===== config.mk =====
export PLATFORM = sky130hd
export DESIGN_NAME = tile_fetch_sched
export DESIGN_NICKNAME = d
export VERILOG_FILES = /design/src/rtl/tile_fetch_sched.sv
export SDC_FILE = /design/constraint.sdc
export NUM_CORES = 1
export LEC_CHECK = 0
export ABC_CLOCK_PERIOD_IN_PS = 6900
export BUFFER_PORTS_ARGS = -buffer_cell sky130_fd_sc_hd__buf_2
export CORE_MARGIN = 2
export CORE_UTILIZATION = 50
export CTS_CLUSTER_SIZE = 40
export DETAILED_ROUTE_END_ITERATION = 10
export PLACE_DENSITY_LB_ADDON = 0.08
export SYNTH_ARGS = -nofsm -noshare
export SYNTH_HDL_FRONTEND = slang
export SYNTH_SLANG_ARGS = --single-unit

===== constraint.sdc =====
create_clock -name i_clk -period 6.9 [get_ports i_clk]
set_input_delay 0.69 -clock i_clk [delete_from_list [all_inputs] [get_ports i_clk]]
set_output_delay 0.69 -clock i_clk [all_outputs]
set_load 0.05 [all_outputs]

===== src/rtl/tile_fetch_sched.sv =====
// Tile-map row prefetcher: fills the back bank of a double-buffered line
// store from the shared tile-map RAM and arbitrates CPU writes around it.
module tile_fetch_sched #(
    parameter int unsigned HEIGHT    = 1080,
    parameter int unsigned TILE_SIZE = 40,
    parameter int unsigned MAP_COLS  = 12,
    parameter int unsigned MAP_ROWS  = 27,
    parameter int unsigned ADDR_W    = 9
) (
    input  logic              i_clk,
    input  logic              i_reset_n,
    input  logic              i_line_start,
    input  logic [15:0]       i_next_line,
    input  logic [3:0]        i_col_idx,
    output logic [31:0]       o_sprite_addr,
    output logic              o_ram_en,
    output logic              o_ram_we,
    output logic [ADDR_W-1:0] o_ram_addr,
    output logic [31:0]       o_ram_wdata,
    input  logic [31:0]       i_ram_rdata,
    input  logic              i_cpu_wr_req,
    input  logic [ADDR_W-1:0] i_cpu_wr_addr,
    input  logic [31:0]       i_cpu_wr_data,
    output logic              o_cpu_wr_ack,
    output logic              o_fetch_busy,
    output logic              o_fetch_overrun
);

    localparam logic [15:0]       LP_H     = 16'(HEIGHT);
    localparam logic [15:0]       LP_TS    = 16'(TILE_SIZE);
    localparam logic [15:0]       LP_ROWS  = 16'(MAP_ROWS);
    localparam logic [ADDR_W-1:0] LP_COLS_A = ADDR_W'(MAP_COLS);
    localparam logic [3:0]        LP_COLS_C = 4'(MAP_COLS);
    localparam logic [3:0]        LP_LAST  = 4'(MAP_COLS - 1);

    typedef enum logic [1:0] {
        S_IDLE,
        S_FETCH,
        S_DRAIN,
        S_WRITE
    } state_t;

    state_t            r_state;
    state_t            w_state_nx;
    logic [3:0]        r_col;
    logic [ADDR_W-1:0] r_base;
    logic              r_act;
    logic              r_ovr;
    logic [31:0]       r_bank [2][MAP_COLS];

    logic [15:0]       w_rem;
    logic [15:0]       w_row;
    logic              w_vb_trig;
    logic              w_swap;
    logic              w_has_next;
    logic              w_start;
    logic              w_busy;
    logic [ADDR_W-1:0] w_frow;
    logic [ADDR_W-1:0] w_base;

    assign w_rem      = i_next_line % LP_TS;
    assign w_row      = i_next_line / LP_TS;
    assign w_vb_trig  = i_line_start && (i_next_line == LP_H);
    assign w_swap     = i_line_start && (i_next_line < LP_H) && (w_rem == '0);
    assign w_has_next = (w_row + 16'd1) < LP_ROWS;
    assign w_start    = w_vb_trig || (w_swap && w_has_next);
    assign w_frow     = w_vb_trig ? '0 : ADDR_W'(w_row + 16'd1);
    assign w_base     = w_frow * LP_COLS_A;
    assign w_busy     = (r_state == S_FETCH) || (r_state == S_DRAIN);

    assign o_fetch_busy    = w_busy;
    assign o_fetch_overrun = r_ovr;

    always_comb begin
        o_sprite_addr = '0;
        if (i_col_idx < LP_COLS_C) begin
            o_sprite_addr = r_bank[r_act][i_col_idx];
        end
    end

    always_comb begin
        w_state_nx   = r_state;
        o_ram_en     = 1'b0;
        o_ram_we     = 1'b0;
        o_ram_addr   = '0;
        o_ram_wdata  = '0;
        o_cpu_wr_ack = 1'b0;
        unique case (r_state)
            S_IDLE: begin
                if (!w_start && i_cpu_wr_req) begin
                    o_ram_en     = 1'b1;
                    o_ram_we     = 1'b1;
                    o_ram_addr   = i_cpu_wr_addr;
                    o_ram_wdata  = i_cpu_wr_data;
                    o_cpu_wr_ack = 1'b1;
                    w_state_nx   = S_WRITE;
                end
            end
            S_FETCH: begin
                o_ram_en   = 1'b1;
                o_ram_addr = r_base + ADDR_W'(r_col);
                if (r_col == LP_LAST) begin
                    w_state_nx = S_DRAIN;
                end
            end
            S_DRAIN: w_state_nx = S_IDLE;
            S_WRITE: w_state_nx = S_IDLE;
            default: w_state_nx = S_IDLE;
        endcase
        // fetch wins; a swap with no row left aborts any fetch in flight
        if (w_start) begin
            w_state_nx = S_FETCH;
        end else if (w_swap && w_busy) begin
            w_state_nx = S_IDLE;
        end
    end

    always_ff @(posedge i_clk) begin
        if (!i_reset_n) begin
            r_state <= S_IDLE;
            r_col   <= '0;
            r_base  <= '0;
            r_act   <= 1'b0;
            r_ovr   <= 1'b0;
            for (int b = 0; b < 2; b++) begin
                for (int c = 0; c < int'(MAP_COLS); c++) begin
                    r_bank[b][c] <= '0;
                end
            end
        end else begin
            r_state <= w_state_nx;
            if (w_start) begin
                r_col  <= '0;
                r_base <= w_base;
            end else if (r_state == S_FETCH) begin
                r_col <= r_col + 4'd1;
            end
            // read data lags its address by one cycle
            if ((r_state == S_FETCH) && (r_col != '0)) begin
                r_bank[~r_act][r_col - 4'd1] <= i_ram_rdata;
            end
            if (r_state == S_DRAIN) begin
                r_bank[~r_act][LP_LAST] <= i_ram_rdata;
            end
            if (w_swap) begin
                r_act <= ~r_act;
            end
            if (w_swap && w_busy) begin
                r_ovr <= 1'b1;
            end
        end
    end

endmodule

==> results of run 1 <==
state kept, by name, summed over array words and instances, names as in the netlist, named ones only:
name / count
r_col: 4
r_base: 7
r_state: 2
o_fetch_overrun: 1
r_bank: 768
r_act: 1
layer usage:
metal | GRT usage | vias up | wire (um)
met5 | 0 | - | 10
met4 | 0.0716 | 2 | 2250
met3 | 0.0459 | 163 | 8110
met2 | 0.461 | 1010 | 51600
met1 | 0.401 | 11500 | 43500
li1 | - | 9052 | -
power groups by stage:
| stage | Sequential, mW | Combinational [mW] | Clock [mW] |
|---|---|---|---|
| after floorplan | 5.72 | 1.12 | 0 |
| after global placement | 5.73 | 1.65 | 0 |
| after detailed placement | 5.75 | 1.66 | 0 |
| after CTS | 5.65 | 1.68 | 4.38 |
| after global routing | 5.67 | 2.02 | 4.57 |
| final | 5.65 | 1.89 | 4.33 |
through the flow:
step                      std cells  setup WS, ns   util
after floorplan                2224         0.118      -
after global placement         3254      -0.00950  0.538
after detailed placement       3254        -0.152  0.538
after CTS                      3408      0.000876  0.576
after global routing           3430        -0.164  0.588
final                          3431        0.0767  0.588
what timing repair did:
| item | 4_1_cts | 5_1_grt |
|---|---|---|
| gates cloned | 0 | 6 |
| gates resized for setup | 17 | 201 |
| hold endpoints to repair | 0 | 0 |
| setup buffers | 2 | 15 |
| pin swaps | 2 | 41 |
| endpoints found under the setup margin | 42 | 44 |
worst paths after layout:
check / from / to / cells past startpoint
setup / recovery: i_next_line[12] / o_ram_addr[1] / 30
hold / removal: r_base[8]$_SDFFE_PN0P_ / r_base[8]$_SDFFE_PN0P_ / 2
setup reg to reg: r_state[1]$_SDFFE_PP0P_ / r_bank[0][158]$_SDFFCE_PN0P_ / 12
hold reg to reg: r_base[8]$_SDFFE_PN0P_ / r_base[8]$_SDFFE_PN0P_ / 2
critical path: cells and delay by family:
kind                       cells  cell delay, ns
adders and majority gates      1            0.19
buffers and inverters          8            1.03
and+or+nand+nor                5            0.70
muxes                          2            0.42
AOI/OAI and AO/OA             14            3.08
cells in the mapped netlist, drive strengths merged, types with 27 or more instances:
library cell / instances / share of area
and2: 356 / 0.062
o22ai: 37 / 0.0066
edfxtp: 768 / 0.64
nand2: 42 / 0.0044
a21oi: 27 / 0.0039
buf: 47 / 0.0065
mux2i: 44 / 0.012
clkbuf: 141 / 0.015
mux4: 224 / 0.14
inv: 59 / 0.0061
nor2: 46 / 0.0056
and3: 133 / 0.023
cell families after synthesis:
group                      synth area share
buffers and inverters                0.0274
and+or+nand+nor                       0.111
adders and majority gates           0.00794
AOI/OAI and AO/OA                    0.0459
DFF                                   0.648
xor gates and xnor gates            0.00656
muxes                                 0.152
area by class of cell:
| cell class | instances | area [um^2] |
|---|---|---|
| antenna | 3 | 7.51 |
| clock buffer | 106 | 2210 |
| clock inverter | 46 | 410 |
| fill | 5428 | 29400 |
| inverter | 60 | 225 |
| multi-input combinational | 1192 | 12300 |
| sequential | 784 | 23400 |
| tap | 950 | 1190 |
| timing repair buffer | 290 | 2280 |
==> results_dict.tcl, run 1 <==
set metrics [dict create \
    grt_overflow 0 \
    place_area_um2 38500 \
    leakage_nw 15.6 \
    wire_per_inst_um 30.8 \
    vdd_ir_drop_max_mv 0.168 \
    pwr-share-comb 0.159 \
    synth_edf_count 768 \
    drc 0 \
    r2r_setup_slack_ns 0.91 \
    fmax_mhz 147 \
    fin_setup_tns_ns 0 \
    arrival_ns 6.13 \
    intPower_mw 8.77 \
    core_um2 71500 \
    dieArea_um2 74300 \
    syn_area_per_cell_um2 16.2 \
    synth_seq_cells 784 \
    clk_pin_slew_worst_paths_ns 0.06 \
    cts_hold_buf 0 \
    end_kind "primary output" \
    synth_cell_type_count 98 \
    row_count 98 \
    cts_buffers 83 \
    cts_buffer_depth 3 \
    io_buffer_count 174 \
    grt_pass1_vias 22000 \
    gp_congestion 0.884 \
    start_util 0.505 \
    cts_root_buf "clkbuf_16" \
    setup_viol 0 \
    final_cell_mix "768 x edfxtp_1, 342 x and2_1, 224 x mux4_2" \
    ant_nets 0 \
    finalHoldViolations 0 \
    track_usage 0.283 \
    path_class "in -> out" \
    path_max_fanout 10 \
    hpwl_mm 56.9 \
    crit_slowest_cell "or3b_4" \
    seqPwrFrac 0.476 \
    postRouteWirelength_mm 106 \
    num_vias 21800 \
    min-delay-path-class "reg -> reg" \
    switching_share 0.262 \
    drv_cap 0 \
    status "complete, no violations" \
    fin_hold_ws_ns 0.515 \
    start_kind "input port" \
    worst_pin_slew_ns 1.39 \
    synth_ff_type "edfxtp_1" \
    ios 175 \
    antenna_found_initial 7 \
    yosys_warnings 0 \
    drt_iter0_drc 2367 \
    crit_top_cell "buf_6" \
    clock_skew_ns 0.0309 \
    finalCritPeriodShare 0.989 \
    clock_power_share 0.365 \
    routed_via_density 6.35 \
    synth_nets 2341 \
    netlist_area_um2 36100 \
    design_area_um2 42000 \
    slowest_delay_ns 0.37 \
    drive_above_1_share 0.305 \
    grt_pass1_wl_mm 151 \
    async_flop_share 0 \
    cp_data_required_time_ns 6.21 \
    die_h_um 273 \
    finalNetCount 2528 \
    powerDensity_nw_per_um2 282 \
    drt-pass1-iter-count 5 \
    yosysSeqAreaShare 0.648 \
    grt_max_degree 98 \
    cts.htree.levels 3 \
    power_mw 11.9 \
    die_x_um 273 \
    slew_headroom 0.0760 \
    drv_slew 0 \
    syn_inst 2224 \
    syn2layout_area_growth_pct 16.6 \
    cts_tree "yes" \
    switching_power_mw 3.11 \
    rsz0062_at_grt "true" \
    final_common_cell "edfxtp_1" \
    layout_min_cycle_time_ns 6.82 \
    worstSkewPairLatency_ns 0.64 \
    cts_sinks 784 \
]
Power figures use the tool's default switching activity.
==> run 2: changes to the inputs <==
--- a/config.mk
+++ b/config.mk
@@ -12,6 +12,7 @@
 export CTS_CLUSTER_SIZE = 40
 export DETAILED_ROUTE_END_ITERATION = 10
 export PLACE_DENSITY_LB_ADDON = 0.08
+export RECOVER_POWER = 100
 export SYNTH_ARGS = -nofsm -noshare
 export SYNTH_HDL_FRONTEND = slang
 export SYNTH_SLANG_ARGS = --single-unit
==> run 2 against run 1 <==
Effect of this change: count of clock-buffer cells in the layout unchanged; the flow now finishes with violations (capacitance limit, slew limit); highest routed layer unchanged; register-to-register slack got worse by 0.72 ns; sequential share of layout area is 0.16 points higher; clock skew up 0.0011 ns; flip-flop and latch count did not move; first-iteration DRC count grew 3.2%; routed wire length barely moved; largest power group unchanged; fmax is essentially flat; total power barely moved.
==> results_dict.tcl, run 2 (synthesis results as in run 1) <==
set metrics [dict create \
    status "finished with violations" \
    violations "capacitance limit, slew limit" \
    dieArea_um2 74300 \
    r2r_setup_slack_ns 0.19 \
    hpwl_mm 56.9 \
    grt_pass1_wl_mm 151 \
    cts_hold_buf 0 \
    antenna_found_initial 7 \
    final_common_cell "edfxtp_1" \
    crit_top_cell "buf_6" \
    regToRegStartpoint "r_state[1]$_SDFFE_PP0P_" \
    fin_util 0.586 \
    drt_iter0_drc 2442 \
    cts_buffers 83 \
    ios 175 \
    final_cell_mix "768 x edfxtp_1, 310 x and2_1, 224 x mux4_2" \
    slowest_delay_ns 0.37 \
    crit_slowest_cell "or3b_4" \
    finalNetCount 2528 \
    die_h_um 273 \
    layout_min_cycle_time_ns 6.82 \
    postRouteWirelength_mm 106 \
    vdd_ir_drop_max_mv 0.168 \
    worst_pin_slew_ns 3.89 \
    finalCritPeriodShare 0.989 \
    arrival_ns 6.13 \
    path_max_fanout 10 \
    rsz0062_at_grt "true" \
    fillers 5458 \
    io_buffer_count 174 \
    cts_buffer_depth 3 \
    cts_sinks 784 \
    timing.rr.end "r_bank[0][38]$_SDFFCE_PN0P_" \
    setup_viol 0 \
    leakage_nw 15.6 \
    clk_pin_slew_worst_paths_ns 0.06 \
    powerDensity_nw_per_um2 283 \
    core_um2 71500 \
    top_regs "r_bank x768, r_base x7, r_col x4" \
    finalHoldViolations 0 \
    start_kind "input port" \
    cts_tree "yes" \
    drc 0 \
    drive_above_1_share 0.295 \
    ant_nets 0 \
    cts_root_buf "clkbuf_16" \
    cts.htree.levels 3 \
    end_kind "primary output" \
    clock_skew_ns 0.0320 \
    cp_data_required_time_ns 6.21 \
    wire_per_inst_um 30.7 \
    crit_path_start "i_next_line[12]" \
    path_class "in -> out" \
    num_vias 21600 \
    drv_cap 13 \
    grt_max_degree 98 \
    power_mw 11.9 \
    row_count 98 \
    drt-pass1-iter-count 6 \
    ff2ff_path_depth 9 \
    worstSkewPairLatency_ns 0.64 \
    grt_pass1_vias 22000 \
    grt_overflow 0 \
    critPathCapture "o_ram_addr[1]" \
    min-delay-path-class "in -> reg" \
    fmax_mhz 147 \
    slew_headroom -1.62 \
    routed_via_density 6.30 \
    start_util 0.505 \
    track_usage 0.283 \
    drv_slew 356 \
    largest_reg_flops 768 \
    regMostFlops "r_bank" \
    syn2layout_area_growth_pct 16.2 \
    die_x_um 273 \
    fin_hold_ws_ns 0.515 \
    gp_congestion 0.884 \
]
[run 2: cell types whose count changed in the layout (fill, tap and decap cells not counted), moves of 3 or more]
cell,before,now
a21o_2,3,0
buf_4,103,93
a21o_1,4,7
o31ai_1,7,10
o31ai_4,10,7
and2_0,0,32
buf_2,124,120
and2_1,342,310
clkbuf_1,21,34
[run 2: repair_timing]
item / in CTS / in global routing
gates resized for setup: 17 / 201
cloned: 0 / 6
pin swaps: 2 / 41
endpoints found under the setup margin: 42 / 44
setup buffers: 2 / 15
[run 2: metal layers]
| metal | global-route usage | vias to the layer above | wire (um) |
|---|---|---|---|
| li1 | - | 9031 | - |
| met1 | 0.401 | 11400 | 43300 |
| met3 | 0.0459 | 156 | 8370 |
| met4 | 0.0716 | 2 | 2270 |
| met5 | 0 | - | 10 |
| met2 | 0.461 | 1011 | 51600 |
[run 2: final cells by class]
class / instances / area, um^2 / share of cell area
Inverter: 60 / 225 / 0.00537
Clock buffer: 106 / 2210 / 0.0526
Clock inverter: 46 / 410 / 0.00979
Multi-Input combinational cell: 1192 / 12300 / 0.292
Timing Repair Buffer: 290 / 2240 / 0.0535
Tap cell: 950 / 1190 / 0.0284
Sequential cell: 784 / 23400 / 0.558
Antenna cell: 3 / 7.51 / 0.000179
[run 2: power by group]
part	internal [mW]	switching, mW
Combinational	0.698	1.18
Sequential	5.57	0.0791
Clock	2.49	1.85
[run 2: how the worst min path moves through the flow]
stage	slack, ns	endpoint	startpoint	cells past startpoint
2_1_floorplan	0.47	r_base[8]$_SDFFE_PN0P_	r_base[8]$_SDFFE_PN0P_	2
3_3_place_gp	0.50	r_base[8]$_SDFFE_PN0P_	r_base[8]$_SDFFE_PN0P_	2
3_5_place_dp	0.50	r_base[8]$_SDFFE_PN0P_	r_base[8]$_SDFFE_PN0P_	2
4_1_cts	0.49	r_bank[0][314]$_SDFFCE_PN0P_	i_ram_rdata[26]	2
5_1_grt	0.52	r_base[8]$_SDFFE_PN0P_	r_base[8]$_SDFFE_PN0P_	2
6_report	0.52	r_bank[0][314]$_SDFFCE_PN0P_	i_ram_rdata[26]	2
[run 2: metrics by stage]
stage                     TNS [ns]  cell area, um^2  cells  setup WS (ns)
after global routing         -5.54            41900   3430         -0.164
after global placement     -0.0211            38500   3254       -0.00950
final                            0            41900   3431         0.0762
after detailed placement     -4.53            38500   3254         -0.152
after floorplan                  0            36100   2224          0.118
after CTS                        0            41200   3408       0.000876
[run 2: worst max-delay path: cells and delay by family]
family                   cells  cell delay (ns)
multiplexers                 2             0.44
buffers and inverters        8             1.03
AO/OA/AOI/OAI               14             3.08
adder cells (fa/ha/maj)      1             0.19
AND/OR/NAND/NOR              5             0.70
